**src/rtl/store_sequencer.sv**
```systemverilog
// store_sequencer
//   Sequences RV32I stores (SB/SH/SW) onto a single-port, word-wide data memory.
//   Full-word stores issue one write. Sub-word stores read the word, merge the
//   byte/halfword lane and write it back. Completion or fault is reported with
//   a one-cycle store_done pulse.
//
// Optional feature macro: STORE_MISALIGN_TRAP_EN
//   defined   : misaligned SH/SW fault with cause 2'b10, no memory access
//   undefined : SH uses lane ea[1] (ea[0] ignored), SW ignores ea[1:0]
//
// Parameters
//   TIMEOUT            cycles a memory phase waits for mem_ack (1..255)
//
// Ports
//   clock, reset       rising-edge clock, synchronous active-high reset
//   store_valid/ready  request handshake (ready only in IDLE, low in reset)
//   funct3             0=SB 1=SH 2=SW, others illegal
//   rs1_value          base address
//   rs2_value          store data
//   immediate12_stype  sign-extended S-type offset
//   store_done         one-cycle completion pulse
//   store_fault        1 = store not performed (valid with store_done)
//   fault_cause        01 illegal, 10 misaligned, 11 timeout, 00 none
//   mem_req/we/addr/wdata, mem_rdata, mem_ack   data memory port

module store_sequencer #(
    parameter int unsigned TIMEOUT = 255
) (
    input  logic        clock,
    input  logic        reset,
    input  logic        store_valid,
    output logic        store_ready,
    input  logic [2:0]  funct3,
    input  logic [31:0] rs1_value,
    input  logic [31:0] rs2_value,
    input  logic [31:0] immediate12_stype,
    output logic        store_done,
    output logic        store_fault,
    output logic [1:0]  fault_cause,
    output logic        mem_req,
    output logic        mem_we,
    output logic [31:0] mem_addr,
    output logic [31:0] mem_wdata,
    input  logic [31:0] mem_rdata,
    input  logic        mem_ack
);

    localparam int unsigned ADDR_W = 32;
    localparam int unsigned DATA_W = 32;
    localparam int unsigned CNT_W  = 8;

    // Last count value at which a phase may still be acked.
    localparam logic [CNT_W-1:0] CNT_LAST = CNT_W'(TIMEOUT - 1);

    localparam logic [2:0] F3_SB = 3'd0;
    localparam logic [2:0] F3_SH = 3'd1;
    localparam logic [2:0] F3_SW = 3'd2;

    localparam logic [1:0] CAUSE_NONE    = 2'b00;
    localparam logic [1:0] CAUSE_ILLEGAL = 2'b01;
    localparam logic [1:0] CAUSE_TIMEOUT = 2'b11;
`ifdef STORE_MISALIGN_TRAP_EN
    localparam logic [1:0] CAUSE_MISALIGN = 2'b10;
`endif

    typedef enum logic [1:0] {
        IDLE  = 2'd0,
        READ  = 2'd1,
        WRITE = 2'd2,
        RESP  = 2'd3
    } state_t;

    state_t state_q, state_d;

    // Captured request. Only the low halfword of rs2 is kept: full-word data
    // goes straight into the mem_wdata register at accept time.
    logic [ADDR_W-1:0] ea_q, ea_d;
    logic [15:0]       rs2_q, rs2_d;
    logic              half_q, half_d;
    logic [CNT_W-1:0]  cnt_q, cnt_d;

    logic              mem_req_d, mem_we_d;
    logic [ADDR_W-1:0] mem_addr_d;
    logic [DATA_W-1:0] mem_wdata_d;
    logic              store_done_d, store_fault_d;
    logic [1:0]        fault_cause_d;

    logic [ADDR_W-1:0] ea_c;
    logic              misaligned_c;
    logic [DATA_W-1:0] merged_c;

    assign store_ready = (state_q == IDLE) && !reset;

    // Effective address of the incoming request.
    assign ea_c = rs1_value + immediate12_stype;

    // Alignment check on the incoming request.
`ifdef STORE_MISALIGN_TRAP_EN
    assign misaligned_c = ((funct3 == F3_SH) && ea_c[0]) ||
                          ((funct3 == F3_SW) && (ea_c[1:0] != 2'b00));
`else
    assign misaligned_c = 1'b0;
`endif

    // Merge captured store data into the word returned by the read phase.
    always_comb begin
        merged_c = mem_rdata;
        if (half_q) begin
            if (ea_q[1]) merged_c[31:16] = rs2_q;
            else         merged_c[15:0]  = rs2_q;
        end else begin
            case (ea_q[1:0])
                2'd0:    merged_c[7:0]   = rs2_q[7:0];
                2'd1:    merged_c[15:8]  = rs2_q[7:0];
                2'd2:    merged_c[23:16] = rs2_q[7:0];
                default: merged_c[31:24] = rs2_q[7:0];
            endcase
        end
    end

    // Next-state and next-output logic.
    always_comb begin
        state_d       = state_q;
        ea_d          = ea_q;
        rs2_d         = rs2_q;
        half_d        = half_q;
        cnt_d         = cnt_q;
        mem_req_d     = mem_req;
        mem_we_d      = mem_we;
        mem_addr_d    = mem_addr;
        mem_wdata_d   = mem_wdata;
        store_done_d  = 1'b0;
        store_fault_d = 1'b0;
        fault_cause_d = CAUSE_NONE;

        case (state_q)
            IDLE: begin
                if (store_valid) begin
                    ea_d   = ea_c;
                    rs2_d  = rs2_value[15:0];
                    half_d = (funct3 == F3_SH);
                    cnt_d  = '0;
                    if (funct3 > F3_SW) begin
                        state_d       = RESP;
                        store_done_d  = 1'b1;
                        store_fault_d = 1'b1;
                        fault_cause_d = CAUSE_ILLEGAL;
                    end else if (misaligned_c) begin
                        state_d       = RESP;
                        store_done_d  = 1'b1;
                        store_fault_d = 1'b1;
`ifdef STORE_MISALIGN_TRAP_EN
                        fault_cause_d = CAUSE_MISALIGN;
`endif
                    end else if (funct3 == F3_SW) begin
                        state_d     = WRITE;
                        mem_req_d   = 1'b1;
                        mem_we_d    = 1'b1;
                        mem_addr_d  = {ea_c[31:2], 2'b00};
                        mem_wdata_d = rs2_value;
                    end else begin
                        state_d     = READ;
                        mem_req_d   = 1'b1;
                        mem_we_d    = 1'b0;
                        mem_addr_d  = {ea_c[31:2], 2'b00};
                        mem_wdata_d = '0;
                    end
                end
            end

            READ: begin
                if (mem_ack) begin
                    state_d     = WRITE;
                    cnt_d       = '0;
                    mem_we_d    = 1'b1;
                    mem_wdata_d = merged_c;
                end else if (cnt_q == CNT_LAST) begin
                    state_d       = RESP;
                    mem_req_d     = 1'b0;
                    mem_we_d      = 1'b0;
                    mem_addr_d    = '0;
                    mem_wdata_d   = '0;
                    store_done_d  = 1'b1;
                    store_fault_d = 1'b1;
                    fault_cause_d = CAUSE_TIMEOUT;
                end else begin
                    cnt_d = CNT_W'(cnt_q + CNT_W'(1));
                end
            end

            WRITE: begin
                if (mem_ack || (cnt_q == CNT_LAST)) begin
                    state_d      = RESP;
                    mem_req_d    = 1'b0;
                    mem_we_d     = 1'b0;
                    mem_addr_d   = '0;
                    mem_wdata_d  = '0;
                    store_done_d = 1'b1;
                    // A late ack on the final allowed cycle still completes.
                    if (!mem_ack) begin
                        store_fault_d = 1'b1;
                        fault_cause_d = CAUSE_TIMEOUT;
                    end
                end else begin
                    cnt_d = CNT_W'(cnt_q + CNT_W'(1));
                end
            end

            RESP: begin
                state_d = IDLE;
            end

            default: begin
                state_d = IDLE;
            end
        endcase
    end

    // State and registered outputs; reset aborts any access in flight.
    always_ff @(posedge clock) begin
        if (reset) begin
            state_q     <= IDLE;
            ea_q        <= '0;
            rs2_q       <= '0;
            half_q      <= 1'b0;
            cnt_q       <= '0;
            mem_req     <= 1'b0;
            mem_we      <= 1'b0;
            mem_addr    <= '0;
            mem_wdata   <= '0;
            store_done  <= 1'b0;
            store_fault <= 1'b0;
            fault_cause <= CAUSE_NONE;
        end else begin
            state_q     <= state_d;
            ea_q        <= ea_d;
            rs2_q       <= rs2_d;
            half_q      <= half_d;
            cnt_q       <= cnt_d;
            mem_req     <= mem_req_d;
            mem_we      <= mem_we_d;
            mem_addr    <= mem_addr_d;
            mem_wdata   <= mem_wdata_d;
            store_done  <= store_done_d;
            store_fault <= store_fault_d;
            fault_cause <= fault_cause_d;
        end
    end

endmodule

```
**config.mk**
```make
export PLATFORM = sky130hd
export DESIGN_NAME = store_sequencer
export DESIGN_NICKNAME = d
export VERILOG_FILES = /design/src/rtl/store_sequencer.sv
export SDC_FILE = /design/constraint.sdc
export NUM_CORES = 1
export LEC_CHECK = 0
export CAP_MARGIN = 20
export CORE_UTILIZATION = 46
export CTS_CLUSTER_DIAMETER = 150
export DETAILED_ROUTE_END_ITERATION = 16
export GPL_TIMING_DRIVEN = 1
export PLACE_DENSITY_LB_ADDON = 0.05
export SYNTH_ARGS = -nofsm -noshare
export SYNTH_HDL_FRONTEND = slang
export SYNTH_SLANG_ARGS = --single-unit
```
**constraint.sdc**
```tcl
create_clock -name clock -period 3.2 [get_ports clock]
set_input_delay 0.64 -clock clock [delete_from_list [all_inputs] [get_ports clock]]
set_output_delay 0.64 -clock clock [all_outputs]
set_load 0.05 [all_outputs]
```
Word level (Yosys, flattened, before mapping)
Cells that the tools add are included.

Flip-flop bits (word level): 99. Bits of input ports: 135. Output and inout bits: 71. Logic and storage cells: 100.

Add/subtract/negate cells: 2. $lt $le $gt $ge: 1. Eq/ne operators: 16. Muxes and demuxes: 57. Reductions and logical operators: 12.

Operator list (number): 32-bit two-way mux (10); 32-bit one-hot mux with 3 select lines (2); 8-bit two-way mux (8); 32-bit adder (1); 16-bit two-way mux (2); 8-bit one-hot mux with 3 select lines (1); 2-bit two-way mux (10); 1-bit two-way mux (18); 2-bit != test (second input constant) (6); 1-bit one-hot mux with 3 select lines (4); 8-bit by 1-bit adder with 8-bit output (second input constant) (1); 8-bit equality test (second input constant) (1); 2-bit one-hot mux with 4 select lines (1); 2-bit equality test (second input constant) (3); 3-bit != test (second input constant) (2); 2-bit one-hot mux with 3 select lines (1); 6-bit AND reduction (1); 5-bit AND reduction (1); 2-bit by 1-bit equality test with 1-bit output (second input constant) (2); 2-bit logical NOT (2); 4-bit AND reduction (1); 3-bit by 1-bit equality test with 1-bit output (second input constant) (1); 3-bit by 2-bit equality test with 1-bit output (second input constant) (1); 3-bit by 2-bit > comparator with 1-bit output (second input constant) (1); 7 further kinds (7).

Logic depth before layout (Yosys ltp)
Depth after elaboration: 6. Mapped depth: 10. Gate-level depth less buffers: 10.

Worst setup path before layout
Ideal clock, no wire load.

Path kind: input -> register. Start: in rs1_value[0]. End: reg mem_addr[30]. Library setup time: 130 ps. Arrival time: 2818 ps. Data required time: 3070 ps. Setup slack: 252 ps. Cell stages on the path: 10. Buffers on the path: 0. Path through: ha_1 > fa_1 > a211o_2 > o211ai_1 > a2111oi_2 > or3b_1 > o21ai_1 > o21ai_1 > xnor2_1 > o21ai_0.

Cells in the longest elaborated chain, start to end: 4.

Ends and longest elaborated chain: start: declaration (line 34) `input logic [31:0] rs1_value,`; 32-bit adder (line 95) `assign ea_c = rs1_value + immediate12_stype;`; 32-bit two-way mux (line 143) `if (funct3 > F3_SW) begin`; 32-bit two-way mux (line 138) `if (store_valid) begin`; 32-bit one-hot mux with 3 select lines (line 136) `case (state_q)`; end signal: assignment (line 242) `mem_addr <= mem_addr_d;`; end: declaration (line 42) `output logic [31:0] mem_addr,`.

No other way between the ends. The select of a mux whose other input is x is not followed. A chain may end at the register's enable or synchronous reset.

Final worst setup path
Start: in rs1_value[0]. End: reg mem_addr[22].

Same word-level chain as after synthesis.

==> flow_summary.ini <==
[worst_setup_path]
cp-start-kind = primary input
critPathRequiredTime_ns = 3.43
worstPathArrival_ns = 3.35
critical_path.cell_chain = clkdlybuf4s50_1 > ha_2 > fa_2 > a211o_2 > o211ai_1 > a2111oi_4 > or3b_4 > buf_4 > o21bai_1 > xor2_1 > o21ai_0
crit_family = compound AO/OA/AOI/OAI gates
timing.critical_path.slowest_cell_delay_ns = 0.42
crit_path_max_fanout = 5
path_buf_inv = 2
ff2ff_setup_slack_ns = 0.73
regToRegStartpoint = state_q[0]
crit_path_start = rs1_value[0]
critical_path.endpoint_type = register
crit_slowest_cell = clkdlybuf4s50_1
timing.setup.critical_path_class = primary input to register

[clock_tree]
hold_buffers = 0
clk_path_buf_depth = 2
number_of_cts_inserted_buffers = 9
clock_tree_from_tritoncts = done
worstSkewPairLatency_ns = 0.35
clk_root_buffer_cell = clkbuf_16
cts.sink_count = 96
clkSlewWorstSetupHoldPaths_ns = 0.07
clock_tree.htree_level_count = 3

[power_and_ir_drop]
p_leak_nw = 3.42
switchingPower_mw = 3.48
p_clk_share_pct = 14.8
cell_internal_pwr_mw = 3.70
pwr-share-seq_pct = 26.2
logic_gate_share_of_total_power_pct = 59.1
worst_ir_drop_vdd_mv = 0.521
power_density_nw_per_um2 = 832
switching_share_of_power_pct = 48.4

[timing]
worst_slack_ns = 0.0847
finalCritPeriodShare_pct = 97.4
final_report_hold_violation_count = 0
hold-worst-slack_ns = 0.446
max_clk_rate_mhz = 321
finalClockSkew_ns = 0.00909
setup_tns_ns = 0
worst_relative_slew_slack_pct = 41.5
worst-slew-pin-transition_ns = 0.872
layout_min_cycle_time_ns = 3.12
final_number_of_max_transition_violations = 0
report.final.setup_viol = 0

[final_layout]
stdcell_area_um2 = 8620
final_common_cell = clkdlybuf4s50_1
nNetsFinal = 1142
final_layout_size_suffix_gt1_share_pct = 8.32
most-common-layout-cells = 202 x clkdlybuf4s50_1, 96 x dfxtp_1, 94 x a21oi_1
insertedDiodeCount = 0
area.growth.synth_to_final_pct = 45.5
final_cells = 1145

[yosys]
synthesis.area_um2 = 5930
synthesis.yosys.warnings = 0
ys_dominant_reg_cell = dfxtp_1
post_synth_inst_count = 759
synth_sequential_area_ratio_pct = 32.4
synthDistinctLibCells = 67
post_synth_edffs = 0
postSynthAreaPerCell_um2 = 7.81
async_reset_ff_share_pct = 0
ys_seq_elements = 96

[route]
post_drt_wl_per_cell_um = 16.0
detailed_route_via_count = 6374
initialDrtViolationCount = 353
drcViolationCount = 0
drtPass1Iterations = 6
drt_wl_total_um = 18300
drtAntennaViolNets = 0
vias_per_cell = 5.57

[global_routing]
grt_pass1_wl_um = 28500
grt_max_degree = 73
first_global_vias = 6138
grt_antenna_before_repair = 0
grt_usage_pct = 27.1
gr-total-overflow = 0

[placement]
detailedPlacementHpwl_um = 13800
preCtsSetupSlack_ns = -0.363
io_buffers = 203
dpl_cell_area_um2 = 8310
gp_congestion = 0.866
numPlacedInstances = 1129

[die]
ioPinCount = 206
chipWidth_um = 116
placement_rows = 41
placeableCoreArea_um2 = 12600
die_height_um = 116
die_area_um2 = 13300
initial_core_utilization_pct = 47.2

[status]
status = finished clean

[min_path]
min_from = mem_addr[25]
worstHoldPathType = register to register

[run]
maxCapViolCount = 0
==> layout make-up <==
type | instances | area [um2]
Fill cell | 1107 | 3940
Multi-Input combinational cell | 603 | 3810
Timing Repair Buffer | 243 | 2340
Sequential cell | 96 | 1920
Clock buffer | 11 | 253
Tap cell | 172 | 215
Inverter | 15 | 56.3
Clock inverter | 5 | 31.3
==> cell usage after synthesis (2+ instances only) <==
library cell | count | area share, %
a31oi_1 | 2 | 0.21
o21ai_0 | 53 | 4.5
clkbuf_1 | 36 | 2.3
or3_1 | 11 | 1.2
a32o_1 | 2 | 0.34
o21a_1 | 4 | 0.51
nor4_1 | 4 | 0.42
and2_1 | 3 | 0.32
o211ai_1 | 5 | 0.63
buf_2 | 2 | 0.17
dfxtp_1 | 96 | 32
nand4_1 | 6 | 0.63
nor3_1 | 10 | 0.84
mux2i_1 | 18 | 3.0
o31ai_1 | 2 | 0.25
a211oi_1 | 32 | 4.1
a21oi_1 | 94 | 7.9
nor2_1 | 89 | 5.6
a21o_1 | 27 | 3.4
xnor2_1 | 13 | 1.9
buf_1 | 5 | 0.32
buf_4 | 3 | 0.38
a22oi_1 | 6 | 0.76
xor2_1 | 17 | 2.5
a311oi_1 | 8 | 1.2
nor2b_1 | 5 | 0.53
nand2_1 | 89 | 5.6
ha_1 | 38 | 8.0
and3_1 | 6 | 0.63
inv_1 | 14 | 0.89
o21ai_1 | 8 | 0.68
a21boi_0 | 2 | 0.25
nand3_1 | 12 | 1.0
o21bai_1 | 4 | 0.51
==> power groups by stage <==
stage / combinational (mW) / sequential [mW] / clock [mW]
after CTS: 4.25 / 1.88 / 1.07
after floorplan: 1.67 / 3.03 / 0
after global placement: 4.15 / 1.88 / 0
after global routing: 4.54 / 1.92 / 1.11
after detailed placement: 4.22 / 1.90 / 0
final: 4.24 / 1.88 / 1.06
==> path summary, 6_finish.rpt <==
path / to / depth (start not counted)
setup / recovery: mem_addr[22] / 11
hold / removal: mem_addr[25] / 2
setup reg to reg: mem_wdata[25] / 7
hold reg to reg: mem_addr[25] / 2
==> metal layers <==
layer / global-route usage (%) / part of all wire (%) / vias to the layer above
li1: - / - / 3143
met1: 31.0 / 40 / 2962
met2: 50.1 / 52 / 238
met3: 4.13 / 6.1 / 31
met4: 10.8 / 2.1 / 0
met5: 0 / 0 / -
==> through the flow <==
step	power, mW	utilization, %
2_1_floorplan	4.70	-
3_3_place_gp	6.03	66.1
3_5_place_dp	6.13	66.1
4_1_cts	7.20	68.4
5_1_grt	7.57	68.6
6_report	7.18	68.6
==> registers in the layout, indices dropped and copies added, names as in the netlist <==
name         count
mem_req          1
state_q          2
mem_addr        30
ea_q             2
store_done       1
mem_wdata       32
half_q           1
mem_we           1
rs2_q           16
cnt_q            8
fault_cause      2
==> what timing repair did <==
action	in CTS	in global routing
hold endpoints to repair	0	0
setup endpoints to repair	0	6
resized for setup	0	7
setup buffers	0	0
==> worst register-to-register path, stage by stage (launching register included) <==
cell	delay, ns
dfxtp_1	0.38
inv_1	0.10
ha_1	0.62
and3_1	0.60
o21ai_0	0.21
a21oi_1	0.16
a21oi_1	0.06
a211oi_1	0.26
==> kinds of logic (layout without fill, tap and decap cells) <==
| group | Yosys count | in the layout | share of synthesized area (%) |
|---|---|---|---|
| muxes | 19 | 19 | 3.23 |
| adders and majority gates | 39 | 39 | 8.36 |
| DFF | 96 | 96 | 32.4 |
| AOI/OAI and AO/OA | 269 | 269 | 29.1 |
| other | 1 | 2 | 0.0633 |
| and+or+nand+nor | 244 | 244 | 18.3 |
| xor gates and xnor gates | 30 | 30 | 4.43 |
| buffers and inverters | 61 | 274 | 4.09 |
Note: power is estimated with default switching activity, not from simulation.
